===== src/rtl/cla_pkg.sv =====
// -----------------------------------------------------------------------------
// cla_pkg
// Shared definitions for the sequential carry-lookahead add/subtract unit:
//   - state_t       : controller states (IDLE, RUN)
//   - cnt_width()   : width of the chunk counter for a given chunk count
//   - sat_max_pos() : most positive two's-complement value of a given width
//   - sat_min_neg() : most negative two's-complement value of a given width
// The saturation helpers return 64-bit values; callers cast to their width,
// so widths up to 64 bits are supported.
// -----------------------------------------------------------------------------
package cla_pkg;

  typedef enum logic {
    IDLE = 1'b0,
    RUN  = 1'b1
  } state_t;

  // A single-chunk configuration still needs a 1-bit counter.
  function automatic int cnt_width(input int n);
    return (n > 1) ? $clog2(n) : 1;
  endfunction

  function automatic logic [63:0] sat_max_pos(input int width);
    return (64'd1 << (width - 1)) - 64'd1;
  endfunction

  function automatic logic [63:0] sat_min_neg(input int width);
    return 64'd1 << (width - 1);
  endfunction

endpackage


===== src/rtl/cla_seq_addsub_if.sv =====
// -----------------------------------------------------------------------------
// cla_seq_addsub_if
// Request/response bundle of the sequential add/subtract unit.
//   start     : request, sampled only while busy = 0
//   In1, In2  : operands, captured on the accepting edge
//   sub, sat  : operation select and saturation enable, captured with operands
//   busy      : operation in flight
//   done      : one-cycle pulse, Sum and flags valid from this cycle
//   Sum       : result, held until the next done
//   Ov, Cout  : signed overflow / carry out of the unsaturated result
//   Zero      : Sum == 0
// Modports: master (requester, e.g. the ALU) and slave (the arithmetic unit).
// -----------------------------------------------------------------------------
interface cla_seq_addsub_if #(
  parameter int WIDTH = 16
);

  logic             start;
  logic [WIDTH-1:0] In1;
  logic [WIDTH-1:0] In2;
  logic             sub;
  logic             sat;
  logic             busy;
  logic             done;
  logic [WIDTH-1:0] Sum;
  logic             Ov;
  logic             Cout;
  logic             Zero;

  modport master (
    output start, In1, In2, sub, sat,
    input  busy, done, Sum, Ov, Cout, Zero
  );

  modport slave (
    input  start, In1, In2, sub, sat,
    output busy, done, Sum, Ov, Cout, Zero
  );

endinterface


===== src/rtl/cla_chunk.sv =====
// -----------------------------------------------------------------------------
// cla_chunk
// Combinational CHUNK-bit carry-lookahead adder slice.
//   a, b  : CHUNK-bit addends
//   cin   : carry into bit 0
//   s     : CHUNK-bit sum
//   cout  : carry out of the top bit
//   c_msb : carry into the top bit (overflow detection on the last chunk)
// Every carry is expanded into its flat generate/propagate sum-of-products
// form, so no carry depends on another carry signal.
// -----------------------------------------------------------------------------
module cla_chunk #(
  parameter int CHUNK = 4
) (
  input  logic [CHUNK-1:0] a,
  input  logic [CHUNK-1:0] b,
  input  logic             cin,
  output logic [CHUNK-1:0] s,
  output logic             cout,
  output logic             c_msb
);

  logic [CHUNK-1:0] g;
  logic [CHUNK-1:0] p;
  logic [CHUNK:0]   c;

  assign g = a & b;
  assign p = a ^ b;

  // c[i+1] = g[i] | p[i]g[i-1] | p[i]p[i-1]g[i-2] | ... | p[i..0]cin
  always_comb begin
    logic acc;
    logic prop;
    // NOTE: every variable gets a default at the top of the block so that no
    // path leaves it unassigned; otherwise synthesis infers a latch.
    c    = '0;
    acc  = 1'b0;
    prop = 1'b0;
    c[0] = cin;
    for (int i = 0; i < CHUNK; i++) begin
      acc  = g[i];
      prop = p[i];
      for (int j = i - 1; j >= 0; j--) begin
        acc  = acc | (prop & g[j]);
        prop = prop & p[j];
      end
      c[i+1] = acc | (prop & cin);
    end
  end

  assign s     = p ^ c[CHUNK-1:0];
  assign cout  = c[CHUNK];
  assign c_msb = c[CHUNK-1];

endmodule


===== src/rtl/cla_seq_addsub.sv =====
// -----------------------------------------------------------------------------
// cla_seq_addsub
// Multi-cycle two's-complement adder/subtractor. A WIDTH-bit operation is
// resolved CHUNK bits per cycle (LSB chunk first) by one reused cla_chunk
// instance, with the inter-chunk carry held in a register. The result either
// wraps or saturates on signed overflow, selected per operation.
//
// Ports:
//   clk  : clock, rising edge
//   rst  : synchronous, active-high reset (aborts an operation, no done)
//   bus  : cla_seq_addsub_if.slave (start/In1/In2/sub/sat in,
//          busy/done/Sum/Ov/Cout/Zero out)
//
// Timing: start accepted at edge k -> busy from k+1, chunk i processed at edge
// k+1+i, done pulses in the cycle after edge k+NCHUNK. done is an IDLE cycle,
// so a new start may be accepted then.
//
// Configuration macro CLA_SUB_EN:
//   defined   : sub selects In1-In2 (B inverted, carry-in 1)
//   undefined : add only; sub is ignored, inversion/carry-in logic absent
// -----------------------------------------------------------------------------
module cla_seq_addsub
  import cla_pkg::*;
#(
  parameter int WIDTH = 16,
  parameter int CHUNK = 4
) (
  input logic               clk,
  input logic               rst,
  cla_seq_addsub_if.slave   bus
);

  localparam int               NCHUNK  = WIDTH / CHUNK;
  localparam int               CNT_W   = cnt_width(NCHUNK);
  localparam logic [WIDTH-1:0] MAX_POS = WIDTH'(sat_max_pos(WIDTH));
  localparam logic [WIDTH-1:0] MIN_NEG = WIDTH'(sat_min_neg(WIDTH));

  // Control and visible outputs
  state_t           state;
  logic [CNT_W-1:0] cnt;
  logic             busy_q;
  logic             done_q;
  logic [WIDTH-1:0] sum_q;
  logic             ov_q;
  logic             cout_q;
  logic             zero_q;

  // Operation datapath
  logic [WIDTH-1:0] a_sh;     // A, shifted right one chunk per cycle
  logic [WIDTH-1:0] b_sh;     // B (inverted for subtraction), shifted likewise
  logic             a_msb;    // sign of A, kept for the saturation direction
  logic             carry_q;  // inter-chunk carry
  logic             sat_q;
  logic [WIDTH-1:0] part_q;   // partial sum, chunks shifted in from the top

  // Chunk adder and next-state datapath
  logic [CHUNK-1:0] ch_s;
  logic             ch_cout;
  logic             ch_cmsb;
  logic [WIDTH-1:0] part_next;
  logic [WIDTH-1:0] sum_next;
  logic             ov_next;
  logic             last;
  logic             accept;
  logic [WIDTH-1:0] b_in;
  logic             cin_in;

  cla_chunk #(
    .CHUNK (CHUNK)
  ) u_chunk (
    .a     (a_sh[CHUNK-1:0]),
    .b     (b_sh[CHUNK-1:0]),
    .cin   (carry_q),
    .s     (ch_s),
    .cout  (ch_cout),
    .c_msb (ch_cmsb)
  );

`ifdef CLA_SUB_EN
  assign b_in   = bus.sub ? ~bus.In2 : bus.In2;
  assign cin_in = bus.sub;
`else
  // sub stays on the interface but carries no meaning in an add-only build.
  logic unused_sub;
  assign unused_sub = bus.sub;
  assign b_in       = bus.In2;
  assign cin_in     = 1'b0;
`endif

  assign accept = (state == IDLE) && bus.start;
  assign last   = (cnt == CNT_W'(NCHUNK - 1));

  // After NCHUNK shifts the first chunk computed sits at the bottom.
  // ov_next and sum_next are only meaningful on the last chunk.
  always_comb begin
    part_next = (part_q >> CHUNK) | (WIDTH'(ch_s) << (WIDTH - CHUNK));
    ov_next   = ch_cmsb ^ ch_cout;
    sum_next  = part_next;
    if (sat_q && ov_next) begin
      sum_next = a_msb ? MIN_NEG : MAX_POS;
    end
  end

  // Controller and visible result registers.
  // NOTE: sequential state is written with non-blocking assignments only, so
  // every register samples pre-edge values regardless of statement order.
  always_ff @(posedge clk) begin
    if (rst) begin
      state  <= IDLE;
      cnt    <= '0;
      busy_q <= 1'b0;
      done_q <= 1'b0;
      sum_q  <= '0;
      ov_q   <= 1'b0;
      cout_q <= 1'b0;
      zero_q <= 1'b1;
    end else begin
      done_q <= 1'b0;
      case (state)
        IDLE: begin
          if (accept) begin
            cnt    <= '0;
            busy_q <= 1'b1;
            state  <= RUN;
          end
        end
        RUN: begin
          cnt <= cnt + 1'b1;
          if (last) begin
            sum_q  <= sum_next;
            ov_q   <= ov_next;
            cout_q <= ch_cout;
            zero_q <= (sum_next == '0);
            done_q <= 1'b1;
            busy_q <= 1'b0;
            state  <= IDLE;
          end
        end
      endcase
    end
  end

  // Operand / partial-sum datapath.
  // NOTE: these registers carry no reset: each is loaded on acceptance before
  // it is ever consumed, and the controller alone decides what is visible.
  always_ff @(posedge clk) begin
    if (accept && !rst) begin
      a_sh    <= bus.In1;
      a_msb   <= bus.In1[WIDTH-1];
      b_sh    <= b_in;
      carry_q <= cin_in;
      sat_q   <= bus.sat;
      part_q  <= '0;
    end else if (state == RUN) begin
      a_sh    <= a_sh >> CHUNK;
      b_sh    <= b_sh >> CHUNK;
      carry_q <= ch_cout;
      part_q  <= part_next;
    end
  end

  assign bus.busy = busy_q;
  assign bus.done = done_q;
  assign bus.Sum  = sum_q;
  assign bus.Ov   = ov_q;
  assign bus.Cout = cout_q;
  assign bus.Zero = zero_q;

endmodule


===== src/flat_wrapper.sv =====
// flat-port wrapper written by rule: the top's interface ports become plain ports
module cla_seq_addsub_flat import cla_pkg::*;
#(
  parameter int WIDTH = 16,
  parameter int CHUNK = 4
)
  (clk, rst, bus_start, bus_In1, bus_In2, bus_sub, bus_sat, bus_busy, bus_done, bus_Sum, bus_Ov, bus_Cout, bus_Zero);
  cla_seq_addsub_if #(.WIDTH(WIDTH)) bus_i ();
  input logic clk;
  input logic rst;
  input wire logic [$bits(bus_i.start)-1:0] bus_start;
  input wire logic [$bits(bus_i.In1)-1:0] bus_In1;
  input wire logic [$bits(bus_i.In2)-1:0] bus_In2;
  input wire logic [$bits(bus_i.sub)-1:0] bus_sub;
  input wire logic [$bits(bus_i.sat)-1:0] bus_sat;
  output wire logic [$bits(bus_i.busy)-1:0] bus_busy;
  output wire logic [$bits(bus_i.done)-1:0] bus_done;
  output wire logic [$bits(bus_i.Sum)-1:0] bus_Sum;
  output wire logic [$bits(bus_i.Ov)-1:0] bus_Ov;
  output wire logic [$bits(bus_i.Cout)-1:0] bus_Cout;
  output wire logic [$bits(bus_i.Zero)-1:0] bus_Zero;
  assign bus_i.start = bus_start;
  assign bus_i.In1 = bus_In1;
  assign bus_i.In2 = bus_In2;
  assign bus_i.sub = bus_sub;
  assign bus_i.sat = bus_sat;
  assign bus_busy = bus_i.busy;
  assign bus_done = bus_i.done;
  assign bus_Sum = bus_i.Sum;
  assign bus_Ov = bus_i.Ov;
  assign bus_Cout = bus_i.Cout;
  assign bus_Zero = bus_i.Zero;
  cla_seq_addsub #(.WIDTH(WIDTH), .CHUNK(CHUNK)) u_core (.clk(clk), .rst(rst), .bus(bus_i));
endmodule

===== config.mk =====
export PLATFORM = sky130hd
export DESIGN_NAME = cla_seq_addsub_flat
export DESIGN_NICKNAME = d
export VERILOG_FILES = /design/src/rtl/cla_pkg.sv /design/src/rtl/cla_seq_addsub_if.sv /design/src/rtl/cla_chunk.sv /design/src/rtl/cla_seq_addsub.sv /design/src/flat_wrapper.sv
export SDC_FILE = /design/constraint.sdc
export NUM_CORES = 1
export LEC_CHECK = 0
export ABC_AREA = 1
export ABC_CLOCK_PERIOD_IN_PS = 2000
export CAP_MARGIN = 20
export CORE_MARGIN = 2
export CORE_UTILIZATION = 47
export DETAILED_ROUTE_END_ITERATION = 7
export HOLD_SLACK_MARGIN = 0.15
export PLACE_DENSITY_LB_ADDON = 0.1
export REMOVE_ABC_BUFFERS = 1
export SYNTH_ARGS = -nofsm -noshare
export SYNTH_HDL_FRONTEND = slang
export SYNTH_SLANG_ARGS = --single-unit

===== constraint.sdc =====
create_clock -name clk -period 2 [get_ports clk]
set_input_delay 0.2 -clock clk [delete_from_list [all_inputs] [get_ports clk]]
set_output_delay 0.2 -clock clk [all_outputs]
set_load 0.01 [all_outputs]

==> Implementation_results.wiki <==
{| class="wikitable"
! Metric !! Value
|-
| Outcome || finished, final reports clean
|-
| Layout cells sized above 1 || 0.1538
|-
| Pin count of the biggest net entering global routing || 36
|-
| First element of the critical path || u_core.b_sh[0]$_DFFE_PP_
|-
| Setup TNS after final layout || 0 ns
|-
| Final Skew || 0.006850 ns
|-
| # clock sinks || 71
|-
| Grt total ovfl || 0
|-
| Pwr/cell area || 879.3 nW/um2
|-
| Endpoints failing hold || 0
|-
| Floorplan die height || 86.36 um
|-
| Die area || 7458 um2
|-
| Leading cell types by total area after synthesis || edfxtp_1, dfxtp_1, nand2_1, inv_1, nor2_1
|-
| Via Count || 2435
|-
| Row count || 30
|-
| Clock period minus final worst setup slack || 1.888 ns
|-
| Hold WC Path Type || in2reg
|-
| Number of top-level pins || 58
|-
| Period utilisation layout || 0.9441
|-
| Instance count of the mapped netlist || 359
|-
| First drt pass iteration count || 4
|-
| Detailed Route Iter0 Violations || 127
|-
| Flop and latch count out of synthesis || 71
|-
| Most heavily used metal layer in global routing || met2
|-
| All-Layer GR Usage || 0.1648
|-
| Fraction of met2 tracks used by global routing || 0.2524
|-
| Wirelength per Cell || 12.01 um
|-
| Slew margin rel. || 0.7190
|-
| Area fraction of the dominant cell type after synthesis || 0.3203
|-
| Final Routed Wirelength || 6112 um
|-
| Post-synthesis cell area || 3188 um2
|-
| DR vias/cell || 4.784
|-
| Max Buffers Root-to-Sink || 2
|-
| Unique masters post-synth || 32
|-
| GR Layer Usage met1 || 0.2155
|-
| Origin of the worst min-delay path || bus_sat
|-
| Met3 usage || 0.05143
|-
| Synth-to-layout area growth || 32.03%
|-
| Type of origin of the critical path || flip-flop
|-
| Worst reg2reg path startpoint || u_core.b_sh[0]$_DFFE_PP_
|-
| Commonest cells after routing, fill and taps aside || nand2_1, clkdlybuf4s50_1, dfxtp_1, inv_1, edfxtp_1
|-
| Core Box Area || 6681 um2
|-
| Final estimated routing congestion in global placement || 0.8583
|-
| Number of antenna violations at the first check in global routing || 0
|-
| TritonCTS clock tree || done
|-
| Post-CTS clock slew at the launch and capture registers of the worst setup and hold paths || 0.08 ns
|-
| Data arrival, critical path || 2.18 ns
|-
| Register area share after synthesis || 0.5526
|-
| Standard cell with the maximum stage delay on the critical path || edfxtp_1
|-
| Kind of end point of the critical path || flip-flop
|-
| Final setup viols || 0
|-
| Mean cell area of the mapped netlist || 8.880 um2
|-
| CTS root buffer || clkbuf_8
|-
| Residual antenna-violating net count after detailed routing || 0
|-
| Library cell appearing most often on the critical path || nand2_1
|-
| Total CTS buffers || 9
|-
| Static leakage || 1.850 nW
|-
| Number of antenna cells inserted || 0
|-
| Largest driver fanout on the critical path || 5
|-
| Count of unresolved DRC violations after routing || 0
|-
| Longest individual stage delay on the worst path || 0.44 ns
|-
| Yosys synthesis warning count || 0
|-
| Initial standard-cell utilization of the core || 0.4772
|-
| CTS H-tree depth || 3
|-
| Nets || 467
|-
| Filler cell count in the final layout || 610
|-
| Crit-path cells || ha_4 -> nand2_1 -> nand2_2 -> nand3_4 -> nand2_4 -> nand2_2 -> nand3_4 -> clkbuf_16 -> o21ai_1 -> nand2_1 -> nor2_1 -> nand3_1 -> nand2_1
|-
| First-pass GRT wire length || 9508 um
|-
| Die span in x || 86.36 um
|-
| Worst-skew pair later-pin latency || 0.34 ns
|-
| Area leader, netlist || edfxtp_1
|-
| Category of the most critical setup path || reg2reg
|-
| Worst endpoint required time || 2.29 ns
|-
| Worst Tran Pin Value || 0.4199 ns
|-
| Vias in the first global route || 2153
|-
| MaxCap Viol Count || 0
|-
| Total power of the final layout || 3.701 mW
|-
| Max Transition Viols Final || 0
|-
| Port Buffers || 56
|-
| HPWL Detailed || 4040 um
|-
| Most common library cell in the layout ignoring fill and taps || nand2_1
|-
| Max Freq || 529.6 MHz
|-
| Peak supply drop || 0.0004259 V
|}
## synth_stat cells
| cell type | number |
|---|---|
| clkbuf_1 | 7 |
| edfxtp_1 | 34 |
| a21oi_2 | 7 |
| buf_2 | 5 |
| a22o_1 | 1 |
| o21ai_0 | 6 |
| nor2_2 | 9 |
| o211ai_1 | 1 |
| a21oi_1 | 17 |
| nand4_1 | 1 |
| a31oi_1 | 1 |
| ha_1 | 5 |
| nand2_4 | 2 |
| nand2_1 | 114 |
| inv_1 | 35 |
| nand3_4 | 1 |
| buf_6 | 3 |
| nor2_1 | 25 |
| clkbuf_4 | 1 |
| dfxtp_1 | 37 |
| a22oi_1 | 9 |
| xnor2_1 | 2 |
| inv_2 | 1 |
| fa_1 | 1 |
| nand3b_4 | 1 |
| o21ai_1 | 8 |
| nand3_1 | 14 |
| nand2_2 | 6 |
| clkinv_1 | 1 |
| nand3_2 | 2 |
| xor2_1 | 1 |
| buf_4 | 1 |
## per-layer routing
layer	vias up	share of wire
li1	1289	-
met1	1088	0.48
met2	56	0.47
met3	2	0.046
met4	0	0.0052
met5	-	0
## registers in the layout (all words and copies together), names as in the netlist, 2 cells and up
signal and flops:
u_core.a_sh 16, u_core.b_sh 16, u_core.bus.Sum 16, u_core.cnt 2, u_core.part_q 12
## metrics by stage
step | util | instance area [um2] | cells | setup WS [ns] | hold WS [ns]
after floorplan | - | 3088 | 342 | -0.6380 | 0.2669
after global placement | 0.5772 | 3856 | 489 | 0.08839 | 0.4426
after detailed placement | 0.5772 | 3856 | 489 | 0.05786 | 0.4549
after CTS | 0.6079 | 4061 | 505 | 0.02537 | 0.4054
after global routing | 0.6300 | 4209 | 509 | -0.03921 | 0.3972
final | 0.6300 | 4209 | 509 | 0.1117 | 0.4171
## critical path, delay by kind of cell, from the launching register on
family                     cells  cell delay [ns]
adders and majority gates      1             0.27
buffers and inverters          1             0.19
DFF                            1             0.44
AOI/OAI and AO/OA              1             0.06
and+or+nand+nor               10             0.86
## cells by family after synthesis
| group | share of synthesized area |
|---|---|
| DFF | 0.5526 |
| xor gates and xnor gates | 0.008243 |
| AOI/OAI and AO/OA | 0.09616 |
| buffers and inverters | 0.07496 |
| and+or+nand+nor | 0.2422 |
| adders and majority gates | 0.02590 |
## path summary, 6_finish.rpt
kind                                                endpoint  slack (ns)  cells past startpoint
worst max-delay path            u_core.bus.Zero$_SDFFE_PP1P_        0.11                     13
worst min-delay path                  u_core.sat_q$_DFFE_PP_        0.42                      1
worst max register to register  u_core.bus.Zero$_SDFFE_PP1P_        0.11                     13
worst min register to register    u_core.cnt[0]$_SDFFE_PP0P_        0.47                      1
## final cells by class
cell class	count	area, um2	area share
Timing Repair Buffer	70	725.7	0.1724
Clock inverter	2	10.01	0.002378
Multi-Input combinational cell	235	1277	0.3035
Inverter	37	138.9	0.03300
Tap cell	80	100.1	0.02378
Sequential cell	71	1762	0.4185
Clock buffer	14	195.2	0.04637
## power breakdown
part           internal, mW  switching, mW  total [mW]
sequential             1.68         0.0902        1.77
combinational         0.360          0.419       0.779
clock                 0.633          0.520        1.15
## repair_timing
| action | 4_1_cts | 5_1_grt |
|---|---|---|
| endpoints found under the setup margin | 0 | 16 |
| resized for setup | 0 | 13 |
| buffers inserted | 0 | 1 |
| hold buffers | 0 | 0 |
(Power assumes the default switching activity.)
